<file path="src/rtl/ped_crossing_ctrl.sv">
// -----------------------------------------------------------------------------
// ped_crossing_ctrl
//   Pedestrian crossing controller that follows an upstream vehicle traffic
//   light. A pedestrian request is queued and granted on the next rising edge
//   of the vehicle red light. The crossing then shows a steady WALK, followed
//   by a blinking DONT_WALK, before returning to idle. The vehicle light
//   sequence is monitored, and any illegal pattern or transition latches a
//   sticky fault.
//
// Optional feature:
//   PED_COUNTDOWN_EN - when defined, countdown reports the number of cycles
//                      remaining in the crossing window. When undefined,
//                      countdown is tied to 0 and the counter logic is absent.
//
// Parameters:
//   WALK_CYCLES   steady WALK duration in cycles (1..8)
//   FLASH_CYCLES  blinking DONT_WALK duration in cycles (1..7);
//                 WALK_CYCLES + FLASH_CYCLES <= 15
//
// Ports:
//   clk            in   rising-edge clock
//   clear          in   synchronous active-high reset
//   RED_in         in   vehicle red light
//   YELLOW_in      in   vehicle yellow light
//   GREEN_in       in   vehicle green light
//   ped_req        in   pedestrian request (level, sampled every edge)
//   WALK_out       out  steady walk indication
//   DONT_WALK_out  out  don't-walk indication (steady or blinking)
//   ped_ack        out  one-cycle pulse when a request is granted
//   fault_out      out  sticky light-sequence fault
//   countdown[3:0] out  cycles remaining in the crossing window
// -----------------------------------------------------------------------------
module ped_crossing_ctrl #(
    parameter int WALK_CYCLES  = 2,
    parameter int FLASH_CYCLES = 2
) (
    input  logic       clk,
    input  logic       clear,
    input  logic       RED_in,
    input  logic       YELLOW_in,
    input  logic       GREEN_in,
    input  logic       ped_req,
    output logic       WALK_out,
    output logic       DONT_WALK_out,
    output logic       ped_ack,
    output logic       fault_out,
    output logic [3:0] countdown
);

    typedef enum logic [2:0] {
        S_IDLE    = 3'd0,
        S_PENDING = 3'd1,
        S_WALK    = 3'd2,
        S_FLASH   = 3'd3,
        S_FAULT   = 3'd4
    } state_t;

    // Timer holds "cycles left in this phase minus one".
    localparam logic [2:0] WALK_LOAD  = 3'(WALK_CYCLES - 1);
    localparam logic [2:0] FLASH_LOAD = 3'(FLASH_CYCLES - 1);

    // Light vectors are packed as {red, yellow, green}.
    localparam logic [2:0] L_RED    = 3'b100;
    localparam logic [2:0] L_YELLOW = 3'b010;
    localparam logic [2:0] L_GREEN  = 3'b001;

    state_t     r_state;
    logic [2:0] r_tmr;
    logic       r_walk;
    logic       r_dont_walk;
    logic       r_ack;
    logic       r_fault;
    logic [2:0] r_lights_prev;
    logic       r_prev_vld;

    state_t     w_state_nxt;
    logic [2:0] w_tmr_nxt;
    logic       w_walk_nxt;
    logic       w_dont_walk_nxt;
    logic       w_ack_nxt;
    logic       w_fault_nxt;
    logic [2:0] w_lights;
    logic       w_red_rise;
    logic       w_light_fault;

    // A light pattern is acceptable when it is one-hot and either holds or
    // advances along RED -> GREEN -> YELLOW -> RED.
    function automatic logic f_lights_ok(input logic [2:0] cur, input logic [2:0] prev);
        logic one_hot;
        logic legal_step;
        one_hot    = (cur == L_RED) || (cur == L_YELLOW) || (cur == L_GREEN);
        legal_step = (cur == prev)
                  || ((prev == L_RED)    && (cur == L_GREEN))
                  || ((prev == L_GREEN)  && (cur == L_YELLOW))
                  || ((prev == L_YELLOW) && (cur == L_RED));
        return one_hot && legal_step;
    endfunction

    assign w_lights      = {RED_in, YELLOW_in, GREEN_in};
    assign w_red_rise    = RED_in && !r_lights_prev[2];
    // Checking starts only once the previous-light register holds a real sample.
    assign w_light_fault = r_prev_vld && !f_lights_ok(w_lights, r_lights_prev);

    always_comb begin
        w_state_nxt     = r_state;
        w_tmr_nxt       = r_tmr;
        w_walk_nxt      = 1'b0;
        w_dont_walk_nxt = 1'b1;
        w_ack_nxt       = 1'b0;
        w_fault_nxt     = 1'b0;

        if (r_state == S_FAULT || w_light_fault) begin
            // A fault outranks everything, including a simultaneous red rise.
            w_state_nxt = S_FAULT;
        end else begin
            case (r_state)
                S_IDLE: begin
                    if (ped_req) begin
                        w_state_nxt = S_PENDING;
                    end
                end
                S_PENDING: begin
                    if (w_red_rise) begin
                        w_state_nxt = S_WALK;
                        w_tmr_nxt   = WALK_LOAD;
                        w_ack_nxt   = 1'b1;
                    end
                end
                S_WALK: begin
                    if (!RED_in) begin
                        w_state_nxt = S_PENDING;
                    end else if (r_tmr == 3'd0) begin
                        w_state_nxt = S_FLASH;
                        w_tmr_nxt   = FLASH_LOAD;
                    end else begin
                        w_tmr_nxt = r_tmr - 3'd1;
                    end
                end
                S_FLASH: begin
                    // On the last FLASH cycle the window has fully elapsed, so
                    // red ending on that same edge completes the crossing
                    // rather than re-queuing it.
                    if (r_tmr == 3'd0) begin
                        w_state_nxt = S_IDLE;
                    end else if (!RED_in) begin
                        w_state_nxt = S_PENDING;
                    end else begin
                        w_tmr_nxt = r_tmr - 3'd1;
                    end
                end
                default: begin
                    w_state_nxt = S_IDLE;
                end
            endcase
        end

        // Registered outputs are decoded from the state being entered.
        case (w_state_nxt)
            S_WALK: begin
                w_walk_nxt      = 1'b1;
                w_dont_walk_nxt = 1'b0;
            end
            S_FLASH: begin
                w_dont_walk_nxt = (r_state == S_FLASH) ? !r_dont_walk : 1'b1;
            end
            S_FAULT: begin
                w_fault_nxt     = 1'b1;
                w_dont_walk_nxt = (r_state == S_FAULT) ? !r_dont_walk : 1'b1;
            end
            default: begin
                w_dont_walk_nxt = 1'b1;
            end
        endcase
    end

    always_ff @(posedge clk) begin
        if (clear) begin
            r_state       <= S_IDLE;
            r_tmr         <= 3'd0;
            r_walk        <= 1'b0;
            r_dont_walk   <= 1'b1;
            r_ack         <= 1'b0;
            r_fault       <= 1'b0;
            r_lights_prev <= 3'b000;
            r_prev_vld    <= 1'b0;
        end else begin
            r_state       <= w_state_nxt;
            r_tmr         <= w_tmr_nxt;
            r_walk        <= w_walk_nxt;
            r_dont_walk   <= w_dont_walk_nxt;
            r_ack         <= w_ack_nxt;
            r_fault       <= w_fault_nxt;
            r_lights_prev <= w_lights;
            r_prev_vld    <= 1'b1;
        end
    end

`ifdef PED_COUNTDOWN_EN
    localparam logic [3:0] CD_LOAD = 4'(WALK_CYCLES + FLASH_CYCLES);

    logic [3:0] r_countdown;

    always_ff @(posedge clk) begin
        if (clear) begin
            r_countdown <= 4'd0;
        end else if (w_state_nxt == S_WALK && r_state != S_WALK) begin
            r_countdown <= CD_LOAD;
        end else if (w_state_nxt == S_WALK || w_state_nxt == S_FLASH) begin
            r_countdown <= r_countdown - 4'd1;
        end else begin
            r_countdown <= 4'd0;
        end
    end

    assign countdown = r_countdown;
`else
    assign countdown = 4'd0;
`endif

    assign WALK_out      = r_walk;
    assign DONT_WALK_out = r_dont_walk;
    assign ped_ack       = r_ack;
    assign fault_out     = r_fault;

endmodule

</file>
<file path="config.mk">
export PLATFORM = sky130hd
export DESIGN_NAME = ped_crossing_ctrl
export DESIGN_NICKNAME = d
export VERILOG_FILES = /design/src/rtl/ped_crossing_ctrl.sv
export SDC_FILE = /design/constraint.sdc
export NUM_CORES = 1
export LEC_CHECK = 0
export ABC_AREA = 1
export CAP_MARGIN = 20
export CORE_MARGIN = 2
export CORE_UTILIZATION = 26
export CTS_CLUSTER_DIAMETER = 30
export CTS_CLUSTER_SIZE = 14
export DETAILED_ROUTE_END_ITERATION = 12
export HOLD_SLACK_MARGIN = 0.12
export SLEW_MARGIN = 20
export SYNTH_ARGS = -nofsm -noshare
export SYNTH_HDL_FRONTEND = slang
export SYNTH_SLANG_ARGS = --single-unit
</file>
<file path="constraint.sdc">
create_clock -name clk -period 3.76 [get_ports clk]
set_clock_uncertainty 0.1 [all_clocks]
set_input_delay 1.128 -clock clk [delete_from_list [all_inputs] [get_ports clk]]
set_output_delay 1.128 -clock clk [all_outputs]
set_load 0.02 [all_outputs]
</file>
==> impl_metrics.csv <==
group,metric,value,unit
outcome,run_status,"finished clean",
routing,vias_per_cell,4.521,
flow_run,max_cap_violations,0,
finish,nNetsFinal,123,
synthesis,synthCells,102,
floorplan,core_area,0.002781,sq mm
synthesis,synthMuxAreaShare,0,
sta,timing.hold.ws,0.3639,ns
clock_network,clock_latency,0.28,ns
floorplan,die-area,0.003421,sq mm
clock_network,clk_pin_slew,0.08,ns
clock_network,cts_buffers,3,
clock_network,postCtsSetupBuffers,0,
setup_path,critPathCaptureType,"flip-flop",
floorplan,ioPinCount,14,
sta,setup_tns,0,ns
synthesis,synth-compound-area-share,0.1167,
synthesis,synthXorXnorAreaFrac,0.01135,
synthesis,yosys_register_bits,14,
clock_network,hold_buffers,0,
sta,drv_slew,0,
clock_network,cts_root_buf,"clkbuf_4",
routing,firstDrtPassIters,4,
sta,fmax,362.2,MHz
floorplan,start_util,0.2776,
pwr,p_leak,0.3755,nW
synthesis,synth.avg_cell_area,7.569,sq um
sta,period_share,0.7344,
hold_path,min_path_cells,2,
sta,fin_ws,0.9988,ns
placed_design,gp_congestion,0.8268,
finish,drive_gt1_frac,0.1770,
routing,num_vias,651,
global_route,grt-ovfl-total,0,
setup_path,worst-r2r-cell-count,11,
clock_network,cts-resized-gates,0,
global_route,grt_pass1_wl,2594,microns
clock_network,htreeDepth,1,
placed_design,place_hpwl,1159,microns
sta,min_period,2.761,ns
setup_path,cp.required,3.83,ns
global_route,antenna_found_initial,0,
synthesis,async_flop_share,0,
floorplan,fp-row-count,19,
clock_network,cts.sinks,14,
finish,syn_to_final_growth,18.48,%
routing,drt_wl_total,1514,microns
clock_network,clk_path_buf_depth,2,
hold_path,hold_start,"r_tmr[0]",
setup_path,critical_path_class,"input port to flip-flop",
floorplan,fp.dieH,58.49,microns
setup_path,r2r_start,"r_lights_prev[2]",
synthesis,seq_area_frac_synth,0.3630,
setup_path,worstReg2RegEnd,"DONT_WALK_out",
hold_path,hold-path-endpoint,"r_tmr[0]",
finish,antenna_cells,0,
pwr,p_total,317.4,uW
synthesis,syn_area,772.0,sq um
sta,hold_violations,0,
setup_path,startpoint_type,"input port",
finish,n_fill_cell,303,
pwr,p_per_area,347.0,mW/mm^2
synthesis,yosys_warnings,0,
setup_path,rrSetupSlack,1.97,ns
sta,rsz0062_at_grt,"no",
routing,wl_per_cell,10.51,microns
setup_path,critical_path_arrival,2.83,ns
synthesis,synth_top_family_by_area,"simple AND/OR/NAND/NOR gates",
synthesis,synthSimpleGateAreaFrac,0.3387,
clock_network,cts_tree,"built",
synthesis,synth_flop_cell,"dfxtp_1",
routing,dr.first_iter.drc_count,24,
sta,setup_viol,0,
global_route,grt_max_degree,13,
hold_path,hp-class,"flip-flop to flip-flop",
global_route,grt_pass1_vias,634,
sta,relSlewSlack,0.6568,
synthesis,synth_fa_ha_area_frac,0.04862,
finish,final_common_cell,"nand2_1",
synthesis,synth-edff-count,0,
floorplan,die_w,58.49,microns
sta,worstMarginPinSlew,0.5132,ns
synthesis,ys_types,27,
placed_design,pre_cts_ws,0.7235,ns
setup_path,path_max_fanout,6,
routing,drc,0,
pwr,ir_drop,0.0002238,V
finish,final_cell_mix,"15 x nand2_1, 14 x dfxtp_1, 12 x inv_1, 9 x clkdlybuf4s50_1, 8 x nor2_1",
placed_design,numPortBuffers,9,
global_route,grtUsageTotal,0.09950,
routing,final_antenna_net_count,0,
cell usage after synthesis, types with 3 or more instances:
master | count | area share
a21oi_1 | 5 | 0.032
buf_4 | 4 | 0.039
dfxtp_1 | 14 | 0.36
ha_1 | 3 | 0.049
inv_1 | 12 | 0.058
inv_2 | 3 | 0.015
nand2_1 | 15 | 0.073
nand3_1 | 7 | 0.045
nand4_1 | 3 | 0.024
nor2_1 | 8 | 0.039
nor3_1 | 4 | 0.026
o21ai_0 | 3 | 0.019
o21ai_2 | 3 | 0.034
sequential cells by signal (all words and copies together) (netlist names):
| signal | count |
|---|---|
| r_lights_prev | 3 |
| WALK_out | 1 |
| r_prev_vld | 1 |
| ped_ack | 1 |
| r_state | 3 |
| fault_out | 1 |
| r_tmr | 3 |
| DONT_WALK_out | 1 |
per-layer routing:
layer | vias to the layer above | track usage | wire, microns
li1 | 342 | - | -
met1 | 294 | 0.1218 | 713
met2 | 13 | 0.1573 | 698
met3 | 2 | 0.04615 | 97
met4 | 0 | 0.02658 | 4
met5 | - | 0 | 0
logic make-up after synthesis:
logic type      count (synthesis)
xor+xnor                        1
other cells                     1
fa+ha+maj                       3
compound gates                 13
simple gates                   50
flops                          14
buf+inv                        20
stage by stage:
stage               instances    util  instance area [sq um]
floorplan                 105       -                  783.3
global placement          140  0.3158                  878.3
detailed placement        140  0.3158                  878.3
CTS                       144  0.3288                  914.6
global route              144  0.3288                  914.6
finish                    144  0.3288                  914.6
where the power goes:
| group | leakage (nW) | switching, mW | internal [mW] | total [mW] |
|---|---|---|---|---|
| combinational | 0.240 | 0.0318 | 0.0200 | 0.0518 |
| sequential | 0.115 | 0.00652 | 0.155 | 0.161 |
| clock | 0.0210 | 0.0455 | 0.0589 | 0.104 |
worst max path at each step:
stage,start,to,cells past startpoint
final,RED_in,DONT_WALK_out,11
after global routing,RED_in,DONT_WALK_out,11
after CTS,RED_in,DONT_WALK_out,11
after detailed placement,RED_in,DONT_WALK_out,11
after global placement,RED_in,DONT_WALK_out,11
after floorplan,RED_in,DONT_WALK_out,10
critical path: stages:
cell and delay [ns]:
clkdlybuf4s50_1 0.50, ha_1 0.38, nor2_1 0.06, nor2_1 0.13, nor2_1 0.05, a21oi_1 0.11, nand2_1 0.09, nand2_4 0.12
nand2_4 0.09, o21ai_2 0.11, nand2_1 0.06
final cells by class:
class                      count  area [sq um]  area share
sequential                    14         280.3      0.3064
clock buffer                   4         36.28     0.03967
multi-input combinational     71         412.9      0.4514
tap                           31         38.79     0.04241
timing repair buffer           9         90.09     0.09850
inverter                      15         56.30     0.06156
Note: power is estimated with default switching activity, not from simulation.
